[config.mk]
export PLATFORM = sky130hd
export DESIGN_NAME = note_tone_player
export DESIGN_NICKNAME = d
export VERILOG_FILES = /design/src/rtl/note_tone_player.sv
export SDC_FILE = /design/constraint.sdc
export NUM_CORES = 1
export LEC_CHECK = 0
export CORE_MARGIN = 2
export CORE_UTILIZATION = 56
export CTS_BUF_LIST = sky130_fd_sc_hd__clkbuf_16
export CTS_CLUSTER_DIAMETER = 120
export DETAILED_ROUTE_END_ITERATION = 16
export GPL_ROUTABILITY_DRIVEN = 1
export PLACE_DENSITY = 0.78
export SLEW_MARGIN = 20
export SYNTH_ARGS = -nofsm -noshare
export SYNTH_HDL_FRONTEND = slang
export SYNTH_SLANG_ARGS = --single-unit
[constraint.sdc]
create_clock -name clk -period 7.3 [get_ports clk]
set_clock_uncertainty 0.05 [all_clocks]
set_input_delay 1.46 -clock clk [delete_from_list [all_inputs] [get_ports clk]]
set_output_delay 1.46 -clock clk [all_outputs]
set_load 0.02 [all_outputs]
[src/rtl/note_tone_player.sv]
// note_tone_player
//   Tone/duration engine for the music processor's speaker pin and LED segment.
//   Note commands (half-period, duration in ms, LED pattern) arrive over a
//   valid/ready handshake. Each note is played as a square wave for its
//   duration. There is one active note and one pending slot, so back-to-back
//   notes play with no gap between them.
//
// Ports
//   clk              system clock
//   rst_n            synchronous reset, active low
//   ticks_per_milli  clocks per millisecond (0 behaves as 1)
//   cmd_valid        command present
//   cmd_ready        command accepted when cmd_valid & cmd_ready at a clk edge
//   cmd_half_period  clocks between sound toggles; 0 means rest (silent)
//   cmd_duration_ms  note length in milliseconds
//   cmd_led          LED pattern shown while the note plays
//   sound            square-wave speaker drive
//   led              LED segment drive (holds the last pattern when idle)
//   busy             high while a note is active
//   note_done        one-cycle pulse at the end of each note
module note_tone_player #(
    parameter int HP_W  = 16,
    parameter int DUR_W = 10,
    parameter int TPM_W = 16
) (
    input  logic             clk,
    input  logic             rst_n,
    input  logic [TPM_W-1:0] ticks_per_milli,
    input  logic             cmd_valid,
    output logic             cmd_ready,
    input  logic [HP_W-1:0]  cmd_half_period,
    input  logic [DUR_W-1:0] cmd_duration_ms,
    input  logic [7:0]       cmd_led,
    output logic             sound,
    output logic [7:0]       led,
    output logic             busy,
    output logic             note_done
);

    typedef enum logic {
        IDLE = 1'b0,
        PLAY = 1'b1
    } state_t;

    // Control flops (reset)
    state_t           state_q, state_d;
    logic             busy_q, busy_d;
    logic             sound_q, sound_d;
    logic [7:0]       led_q, led_d;
    logic             note_done_q, note_done_d;
    logic             pend_full_q, pend_full_d;
    logic             ready_q, ready_d;

    // Datapath flops (no reset; always loaded before use)
    logic [HP_W-1:0]  hp_q, hp_d;
    logic [HP_W-1:0]  tone_cnt_q, tone_cnt_d;
    logic [TPM_W-1:0] ms_cnt_q, ms_cnt_d;
    logic [DUR_W-1:0] rem_q, rem_d;
    logic [HP_W-1:0]  pend_hp_q, pend_hp_d;
    logic [DUR_W-1:0] pend_dur_q, pend_dur_d;
    logic [7:0]       pend_led_q, pend_led_d;

    logic             accept;
    logic [TPM_W-1:0] ms_last;
    logic             ms_term;
    logic             end_now;
    logic             load;
    logic             load_from_pend;

    always_comb begin
        accept  = cmd_valid & ready_q;

        // A zero timebase behaves as one clock per ms. The >= compare lets a
        // lowered ticks_per_milli take effect without the counter running
        // past its new terminal value.
        ms_last = (ticks_per_milli == '0) ? '0 : ticks_per_milli - TPM_W'(1);
        ms_term = (ms_cnt_q >= ms_last);

        // A note ends on its final ms boundary, or immediately on the first
        // PLAY cycle when it was loaded with zero duration.
        end_now = (state_q == PLAY) &&
                  ((rem_q == '0) || (ms_term && (rem_q == DUR_W'(1))));

        state_d        = state_q;
        busy_d         = busy_q;
        sound_d        = sound_q;
        led_d          = led_q;
        note_done_d    = 1'b0;
        pend_full_d    = pend_full_q;
        hp_d           = hp_q;
        tone_cnt_d     = tone_cnt_q;
        ms_cnt_d       = ms_cnt_q;
        rem_d          = rem_q;
        pend_hp_d      = pend_hp_q;
        pend_dur_d     = pend_dur_q;
        pend_led_d     = pend_led_q;
        load           = 1'b0;
        load_from_pend = 1'b0;

        case (state_q)
            IDLE: begin
                if (accept) begin
                    load = 1'b1;
                end
            end

            PLAY: begin
                if (end_now) begin
                    note_done_d = 1'b1;
                    sound_d     = 1'b0;
                    if (pend_full_q) begin
                        load           = 1'b1;
                        load_from_pend = 1'b1;
                        pend_full_d    = 1'b0;
                    end else if (accept) begin
                        // Pending is empty, so a command arriving on the end
                        // edge bypasses the slot and starts immediately.
                        load = 1'b1;
                    end else begin
                        state_d = IDLE;
                        busy_d  = 1'b0;
                    end
                end else begin
                    // Tone generator; a zero half-period is a rest.
                    if (hp_q != '0) begin
                        if (tone_cnt_q == hp_q - HP_W'(1)) begin
                            tone_cnt_d = '0;
                            sound_d    = ~sound_q;
                        end else begin
                            tone_cnt_d = tone_cnt_q + HP_W'(1);
                        end
                    end

                    // Millisecond timebase. rem_q is at least 2 here whenever
                    // ms_term is set, so the decrement cannot underflow.
                    if (ms_term) begin
                        ms_cnt_d = '0;
                        rem_d    = rem_q - DUR_W'(1);
                    end else begin
                        ms_cnt_d = ms_cnt_q + TPM_W'(1);
                    end

                    if (accept) begin
                        pend_full_d = 1'b1;
                        pend_hp_d   = cmd_half_period;
                        pend_dur_d  = cmd_duration_ms;
                        pend_led_d  = cmd_led;
                    end
                end
            end

            default: begin
                state_d = IDLE;
                busy_d  = 1'b0;
                sound_d = 1'b0;
            end
        endcase

        // Common note load, from either the pending slot or the command port.
        if (load) begin
            state_d    = PLAY;
            busy_d     = 1'b1;
            sound_d    = 1'b0;
            tone_cnt_d = '0;
            ms_cnt_d   = '0;
            hp_d       = load_from_pend ? pend_hp_q  : cmd_half_period;
            rem_d      = load_from_pend ? pend_dur_q : cmd_duration_ms;
            led_d      = load_from_pend ? pend_led_q : cmd_led;
        end

        // Registered ready: low throughout reset, high the cycle after.
        ready_d = ~pend_full_d;
    end

    always_ff @(posedge clk) begin
        if (!rst_n) begin
            state_q     <= IDLE;
            busy_q      <= 1'b0;
            sound_q     <= 1'b0;
            led_q       <= '0;
            note_done_q <= 1'b0;
            pend_full_q <= 1'b0;
            ready_q     <= 1'b0;
        end else begin
            state_q     <= state_d;
            busy_q      <= busy_d;
            sound_q     <= sound_d;
            led_q       <= led_d;
            note_done_q <= note_done_d;
            pend_full_q <= pend_full_d;
            ready_q     <= ready_d;
        end
    end

    always_ff @(posedge clk) begin
        hp_q       <= hp_d;
        tone_cnt_q <= tone_cnt_d;
        ms_cnt_q   <= ms_cnt_d;
        rem_q      <= rem_d;
        pend_hp_q  <= pend_hp_d;
        pend_dur_q <= pend_dur_d;
        pend_led_q <= pend_led_d;
    end

    assign cmd_ready = ready_q;
    assign sound     = sound_q;
    assign led       = led_q;
    assign busy      = busy_q;
    assign note_done = note_done_q;

endmodule
==> results of run 1 <==
cell usage in the layout, fill, tap and decap left out, types with 3 or more instances in the layout:
cell type / netlist / layout
a31oi_1: 18 / 18
dfxtp_1: 46 / 46
xor2_1: 24 / 24
clkbuf_16: 0 / 9
or4_1: 3 / 3
nor4_1: 16 / 16
nand3_1: 11 / 11
nor3b_1: 6 / 6
buf_4: 1 / 7
inv_1: 9 / 9
clkdlybuf4s50_1: 0 / 64
and2_1: 3 / 3
nand4_1: 6 / 6
nand2_1: 124 / 124
and3_1: 6 / 6
o21ai_0: 15 / 15
ha_1: 24 / 24
a21oi_1: 11 / 10
nand2b_1: 6 / 6
nor2_1: 57 / 56
nor4b_1: 4 / 4
edfxtp_1: 60 / 60
or3_1: 4 / 4
xnor2_1: 53 / 53
mux2i_1: 6 / 6
o31ai_1: 3 / 3
nor3_1: 19 / 19
power breakdown:
group / switching (mW) / internal, mW / leakage, nW
logic: 0.0833 / 0.0828 / 1.44
registers: 0.0317 / 0.664 / 0.924
clock network: 0.226 / 0.236 / 0.134
layer usage:
layer / global-route usage (%) / up-vias
li1: - / 2196
met5: 0 / -
met3: 3.697 / 21
met2: 37.83 / 125
met1: 28.33 / 2032
met4: 8.687 / 0
metrics by stage:
stage               worst slack (ns)  cells
floorplan                      1.327    587
global placement               1.248    772
detailed placement             1.035    772
CTS                            1.372    788
global route                  0.7507    788
finish                         1.373    788
cells in the mapped netlist (all sizes together), types with 4 or more instances:
cell | count | area share (%)
nand2 | 124 | 8.3
edfxtp | 60 | 32
nor2 | 57 | 3.8
xnor2 | 53 | 8.3
dfxtp | 46 | 16
ha | 24 | 5.3
xor2 | 24 | 3.7
clkbuf | 19 | 1.3
nor3 | 19 | 1.7
a31oi | 18 | 2.0
nor4 | 17 | 2.0
o21ai | 15 | 1.3
a21oi | 11 | 0.98
nand3 | 11 | 0.98
inv | 9 | 0.60
nor3b | 7 | 1.0
and3 | 6 | 0.67
mux2i | 6 | 1.1
nand2b | 6 | 0.67
nand4 | 6 | 0.67
or4 | 6 | 0.96
nor4b | 4 | 0.62
or3 | 4 | 0.45
worst register-to-register path: stages, from the launching register on:
cell and delay [ns]:
edfxtp_1 0.45, or4_4 0.57, or4_4 0.47, or4_2 0.57, xnor2_1 0.14, a221o_1 0.30
nor3_1 0.20, a21o_2 0.34, nor2_1 0.10
sequential cells by signal (all words and copies together), names as in the netlist:
| name | cells |
|---|---|
| hp_q | 16 |
| tone_cnt_q | 16 |
| pend_dur_q | 10 |
| pend_hp_q | 16 |
| state_q | 1 |
| pend_led_q | 8 |
| cmd_ready | 1 |
| ms_cnt_q | 16 |
| rem_q | 10 |
| pend_full_q | 1 |
| busy | 1 |
| sound | 1 |
| led | 8 |
| note_done | 1 |
area by class of cell:
class                   instances  area, um^2  area share, %
clock buffers                   9       225.2          3.351
inverters                       9       33.78         0.5026
multi-input cells             452        2803          41.70
clock inverters                 7       57.56         0.8563
flip-flops and latches        106        2723          40.51
repair buffers                 72       713.2          10.61
well taps                     133       166.4          2.476
worst max path at each step:
stage	from	endpoint	slack (ns)	cells after the start
global route	ticks_per_milli[5]	led[0]	0.75	16
finish	ticks_per_milli[3]	rem_q[9]	1.37	16
CTS	ticks_per_milli[5]	rem_q[5]	1.37	15
floorplan	ticks_per_milli[5]	pend_dur_q[0]	1.33	14
detailed placement	ticks_per_milli[3]	rem_q[5]	1.04	15
global placement	ticks_per_milli[5]	rem_q[8]	1.25	15
cells by family after synthesis:
logic type                 count (synthesis)  synth area share, %
muxes                                      6                1.069
AOI/OAI and AO/OA                         62                7.084
adders and majority gates                 24                5.346
buffers and inverters                     29                2.005
xor gates and xnor gates                  77                12.01
and+or+nand+nor                          283                24.01
DFF                                      106                48.47
==> flow_summary.ini, run 1 <==
[place]
place_area_um2 = 6439
io_buffers = 64
gp_congestion = 0.8782
hpwlAfterDp_um = 8394

[synthesis]
syn_area_um2 = 5617
synth_top_flop_cell = edfxtp_1
synth_edf_count = 60
ys_ff_latch = 106
synthArstFlopShare_pct = 0
netlist_instances = 587
yosysWarnings = 0
syn-num-nets = 664
yosys.cell_types.count = 51
ys_seq_area_share_pct = 48.47
syn-mean-instance-area_um2 = 9.568

[sta]
period_share_pct = 81.19
maxSlewHeadroom_pct = 43.21
grt_setup_unrepaired = false
slew_violations = 0
max_freq_mhz = 168.7
tns_ns = 0
worst_slew_pin_slew_ns = 0.8500
fin_hold_ws_ns = 0.4695
finalSetupViolCount = 0
hold_violations = 0
fin_crit_ns = 5.927

[floorplanning]
die_w_um = 104.2
rows = 36
core_area_um2 = 9774
dieArea_um2 = 10850
io_pins = 65
die_y_um = 104.2
initial_utilization_pct = 57.46

[final_layout]
syn2layout_area_growth_pct = 19.67
drive_gt1_share_pct = 5.496
utilization_pct = 68.77
n_fill_cell = 769
antenna_cells = 0
final_net_count = 727
post-route-cell-area_um2 = 6721

[setup_path]
r2r_end = tone_cnt_q[12]
cpMaxStageDelayCell = nand4_1
end_kind = flip-flop
cp_data_required_time_ns = 7.42
path_class = input pin to flip-flop
crit_arrival_ns = 6.05
crit_family = simple AND/OR/NAND/NOR gates
r2r-start = hp_q[2]
critPathMaxFanout = 22
max_stage_delay_ns = 0.56
reg2reg_slack_ns = 3.98
reg2regPathDepth = 8
crit_buf_inv = 2
cp_cell_sequence = clkdlybuf4s50_1 > nor4_1 > nand2b_1 > nor4_1 > nand4_1 > nand2_1 > ha_1 > a21o_1 > a21oi_1 > a21oi_1 > o21ai_0 > a41oi_2 > nand3_1 > buf_4 > nand2_1 > a31oi_1
crit_path_start_kind = input pin

[clocking]
insertion_delay_ns = 0.35
post_cts_buffers = 0
root_buffer = clkbuf_16
cts_resized = 0
cts_buffers = 9
cts_tree = built
ctsHoldBuffers = 0
clk_pin_slew_ns = 0.07
clock-sinks = 106
clk_path_buf_depth = 2
cts_max_level = 3

[grt]
grtUsageTotal_pct = 22.21
grt_antenna_before_repair = 0
grt_pass1_wl_um = 19750
grt_max_degree = 35
grt_overflow = 0
grt_pass1_vias = 4410

[drt]
dr.pass1.iters = 5
wl_um = 11590
vias = 4374
drc = 0
final_antenna_net_count = 0
highest_layer = met4
dr_wl_met3_um = 562
avgRoutedWirePerCell_um = 14.70
drt-met1-wl_um = 5196
wl_met2_um = 5615
vias_per_cell = 5.551
drt_iter0_markers = 209

[run]
cap_violations = 0

[pwr]
ir_worst_vdd_mv = 0.1429
finalPower_mw = 1.324
p_leak_nw = 2.496
powerDensity_nw_per_um2 = 196.9

[outcome]
status = finished, final reports clean

[worst_hold_path]
min_path_cells = 2
min_from = pend_hp_q[0]
holdCritPathClass = flip-flop to flip-flop
hold_path_end = hp_q[0]
(Power assumes the default switching activity.)
==> run 2, diff against run 1 <==
- CORE_UTILIZATION: 56 -> 51
- PLACE_DENSITY: 0.78 -> 0.75
- clock period: 7.3 -> 4.7 ns (I/O delays scaled with it)
==> flow_summary.ini, run 2 (synthesized netlist as in run 1, its figures left out) <==
[clocking]
ctsHoldBuffers = 0
cts_max_level = 3
insertion_delay_ns = 0.36
clock-sinks = 106
root_buffer = clkbuf_16
cts_buffers = 9
cts_tree = built
clk_path_buf_depth = 2
clk_pin_slew_ns = 0.07

[floorplanning]
die_w_um = 108.9
initial_utilization_pct = 52.04
core_area_um2 = 10790
io_pins = 65
die_y_um = 108.9
rows = 38
dieArea_um2 = 11870

[setup_path]
crit_arrival_ns = 4.62
reg2regPathDepth = 8
crit_top_cell = buf_4
max_stage_delay_ns = 0.46
path_class = input pin to flip-flop
critPathMaxFanout = 16
cp_cell_sequence = clkdlybuf4s50_1 > nor4_4 > nand2b_1 > nor4_1 > buf_4 > nand4_1 > buf_4 > nand2_1 > ha_1 > a21o_1 > a21oi_1 > a21oi_1 > o21ai_0 > buf_4 > a41o_1 > o21ai_0 > a32oi_1 > buf_6 > buf_12 > nor2_1
end_kind = flip-flop
crit_path_start_kind = input pin
crit_buf_inv = 6
reg2reg_slack_ns = 1.30
crit_family = buffers and inverters
cpMaxStageDelayCell = clkdlybuf4s50_1
r2r_end = tone_cnt_q[4]
cp_data_required_time_ns = 4.89
r2r-start = hp_q[2]
crit_path_end = ms_cnt_q[5]
critical_path_depth = 20
crit_start = ticks_per_milli[5]

[grt]
grt_pass1_wl_um = 19710
grt_antenna_before_repair = 0
grtUsageTotal_pct = 21.10
grt.met1_usage_pct = 27.09
grt_pass1_vias = 4350
grt_overflow = 0
grtUsageMet3_pct = 5.260
met2_usage_pct = 33.76
busiest_layer = met2
grt_max_degree = 41

[sta]
fin_crit_ns = 4.430
worst_slew_pin_slew_ns = 0.6271
hold_violations = 0
fin_hold_ws_ns = 0.4640
maxSlewHeadroom_pct = 58.14
setup_ws_ns = 0.2703
slew_violations = 0
grt_setup_unrepaired = false
period_share_pct = 94.25
finalSetupViolCount = 0
max_freq_mhz = 225.7

[pwr]
p_leak_nw = 2.602
ir_worst_vdd_mv = 0.3130
powerDensity_nw_per_um2 = 301.6

[place]
dp.cells = 795
pre_cts_ws_ns = -0.09882
place_area_um2 = 6648
io_buffers = 64
gp_congestion = 0.8404
hpwlAfterDp_um = 8508

[worst_hold_path]
holdCritPathClass = flip-flop to flip-flop

[drt]
wl_um = 11870
vias = 4426
vias_per_cell = 5.457
final_antenna_net_count = 0
drc = 0
avgRoutedWirePerCell_um = 14.63
drt_iter0_markers = 215
dr.pass1.iters = 5

[run]
cap_violations = 0

[final_layout]
drive_gt1_share_pct = 7.750
post-route-cell-area_um2 = 6973
final_common_cell = nand2_1
n_fill_cell = 874
layout_common_cells = 124 x nand2_1, 64 x clkdlybuf4s50_1, 60 x edfxtp_1, 56 x nor2_1, 53 x xnor2_1
final_net_count = 743
multiInputGateArea_um2 = 2835
syn2layout_area_growth_pct = 24.15
stdcell_count = 811
utilization_pct = 64.61
ff_latch_area_um2 = 2723
antenna_cells = 0

[outcome]
status = finished, final reports clean
-- run 2: timing repair --
item                       CTS  global route
setup endpoints to repair    0           125
gates resized for setup      0             6
buffers inserted             0             0
-- run 2: worst min-delay path, stage by stage, from the launching register on --
cell and delay [ns]:
edfxtp_1 0.32, nand2_1 0.04, nand2_1 0.05
-- run 2: worst min-delay path by stage --
stage                     slack [ns]           from  cells after the start  endpoint
final                           0.46   pend_hp_q[1]                      2   hp_q[1]
after floorplan                 0.44   pend_hp_q[0]                      2   hp_q[0]
after CTS                       0.47   pend_hp_q[1]                      2   hp_q[1]
after global routing            0.49  pend_hp_q[12]                      2  hp_q[12]
after global placement          0.45   pend_hp_q[4]                      2   hp_q[4]
after detailed placement        0.45   pend_hp_q[1]                      2   hp_q[1]
-- run 2: per-layer routing --
metal	up-vias	share of wire (%)
met5	-	0
met4	0	2.7
met3	32	4.6
met2	110	46
met1	2054	47
li1	2230	-
-- run 2: metrics by stage --
step	power (mW)	setup TNS, ns
finish	2.103	0
global route	2.192	0
CTS	2.122	0
detailed placement	1.364	-5.012
global placement	1.352	0
floorplan	1.236	0
-- run 2: final cells by class --
cell class                      instances  area share, %
Multi-Input combinational cell        452          40.66
Sequential cell                       106          39.05
Timing Repair Buffer                   88          13.08
Clock buffer                            9          3.230
Tap cell                              140          2.512
Clock inverter                          7         0.9869
Inverter                                9         0.4845
-- run 2: power breakdown --
part	total, mW	leakage, nW	switching, mW	internal (mW)
registers	1.08	0.924	0.0483	1.03
clock network	0.754	0.144	0.341	0.413
logic	0.269	1.53	0.131	0.138
total	2.10	2.60	0.520	1.58
==> run 3, diff against run 2 <==
- CORE_UTILIZATION: 51 -> 45
- PLACE_DENSITY: 0.75 -> 0.67
==> flow_summary.ini, run 3 (synthesized netlist as in run 1, its figures left out) <==
[setup_path]
path_class = input pin to flip-flop
crit_buf_inv = 6
cpMaxStageDelayCell = clkdlybuf4s50_1
crit_arrival_ns = 4.59
end_kind = flip-flop
cp_data_required_time_ns = 4.88
max_stage_delay_ns = 0.47
crit_path_start_kind = input pin
cp_cell_sequence = clkdlybuf4s50_1 > nor4_4 > nand2b_1 > nor4_2 > buf_4 > nand4_1 > buf_4 > nand2_1 > ha_1 > a21o_1 > a21oi_1 > a21oi_1 > o21ai_0 > buf_4 > a41o_4 > o21ai_1 > a32oi_2 > buf_4 > buf_4 > nor2_1
crit_family = buffers and inverters
critPathMaxFanout = 16
crit_top_cell = buf_4

[sta]
finalSetupViolCount = 0
slew_violations = 0
tns_ns = 0
worst_slew_pin_slew_ns = 0.6575
hold_violations = 0
maxSlewHeadroom_pct = 56.11
period_share_pct = 93.75
fin_crit_ns = 4.406
max_freq_mhz = 226.9
fin_hold_ws_ns = 0.4667

[floorplanning]
die_w_um = 115.7
dieArea_um2 = 13390
rows = 40
initial_utilization_pct = 46.37
core_area_um2 = 12110
io_pins = 65
die_y_um = 115.7

[grt]
grt_antenna_before_repair = 0
grtUsageTotal_pct = 18.39
grt_pass1_wl_um = 19670
grt_max_degree = 35
grt_pass1_vias = 4373
grt_overflow = 0

[final_layout]
layout_common_cells = 124 x nand2_1, 64 x clkdlybuf4s50_1, 60 x edfxtp_1, 56 x nor2_1, 53 x xnor2_1
antenna_cells = 0
drive_gt1_share_pct = 8.495
final_net_count = 743
utilization_pct = 57.90
final_common_cell = nand2_1
syn2layout_area_growth_pct = 24.86
post-route-cell-area_um2 = 7013

[pwr]
seq_power_share_pct = 53.0
p_clk_share_pct = 33.9
switching_share_pct = 25.14
p_int_mw = 1.526
power_frac_comb_pct = 13.1
finalPower_mw = 2.038
ir_worst_vdd_mv = 0.2358
powerDensity_nw_per_um2 = 290.6
p_sw_uw = 512.3
p_leak_nw = 2.595

[clocking]
clk_path_buf_depth = 2
root_buffer = clkbuf_16
cts_max_level = 3
clock-sinks = 106
clk_pin_slew_ns = 0.07
cts_tree = built
insertion_delay_ns = 0.35
cts_buffers = 9

[drt]
dr.pass1.iters = 5
final_antenna_net_count = 0
avgRoutedWirePerCell_um = 14.23
drt_iter0_markers = 241
wl_um = 11940
vias_per_cell = 5.234
drc = 0
vias = 4391

[run]
cap_violations = 0

[place]
io_buffers = 64
place_area_um2 = 6648
gp_congestion = 0.8544
hpwlAfterDp_um = 8595

[worst_hold_path]
holdCritPathClass = flip-flop to flip-flop

[outcome]
status = finished, final reports clean
run 3: tightest hold or removal path: cells and delay by family, from the launching register on:
| kind | cells | cell delay [ns] |
|---|---|---|
| DFF | 1 | 0.32 |
| and+or+nand+nor | 2 | 0.09 |
run 3: power groups by stage:
stage | sequential, mW | combinational (mW) | clock [mW]
final | 1.08 | 0.268 | 0.690
after global routing | 1.09 | 0.297 | 0.748
after CTS | 1.08 | 0.264 | 0.709
after detailed placement | 1.10 | 0.262 | 0
after global placement | 1.10 | 0.254 | 0
after floorplan | 1.09 | 0.145 | 0
run 3: routing by layer:
metal | track usage (%) | share of wire, %
met5 | 0 | 0
met4 | 6.270 | 1.5
met2 | 30.88 | 47
met1 | 23.77 | 46
met3 | 3.818 | 4.9
run 3: path summary, 6_finish.rpt:
| path | startpoint | endpoint | slack (ns) | cells past startpoint |
|---|---|---|---|---|
| worst max-delay path | ticks_per_milli[5] | ms_cnt_q[11] | 0.29 | 20 |
| worst max register to register | hp_q[2] | tone_cnt_q[15] | 1.36 | 8 |
| worst min-delay path | pend_hp_q[14] | hp_q[14] | 0.47 | 2 |
| worst min register to register | pend_hp_q[14] | hp_q[14] | 0.47 | 2 |
run 3: area by class of cell:
cell class / count / area, um^2
Fill cell: 1077 / 5099
Multi-Input combinational cell: 452 / 2883
Sequential cell: 106 / 2723
Timing Repair Buffer: 88 / 893.4
Clock buffer: 9 / 225.2
Tap cell: 168 / 210.2
Clock inverter: 7 / 45.04
Inverter: 9 / 33.78
run 3: timing repair:
| action | 4_1_cts | 5_1_grt |
|---|---|---|
| resized for setup | 0 | 13 |
| hold buffers | 0 | 0 |
| endpoints found under the setup margin | 0 | 125 |
| hold endpoints to repair | 0 | 0 |
| buffers inserted | 0 | 2 |
run 3: per-stage QoR:
step / std cells / worst slack (ns)
2_1_floorplan: 587 / 0.07749
3_3_place_gp: 820 / 0.02594
3_5_place_dp: 820 / -0.1820
4_1_cts: 836 / 0.1300
5_1_grt: 839 / -0.009555
6_report: 839 / 0.2935
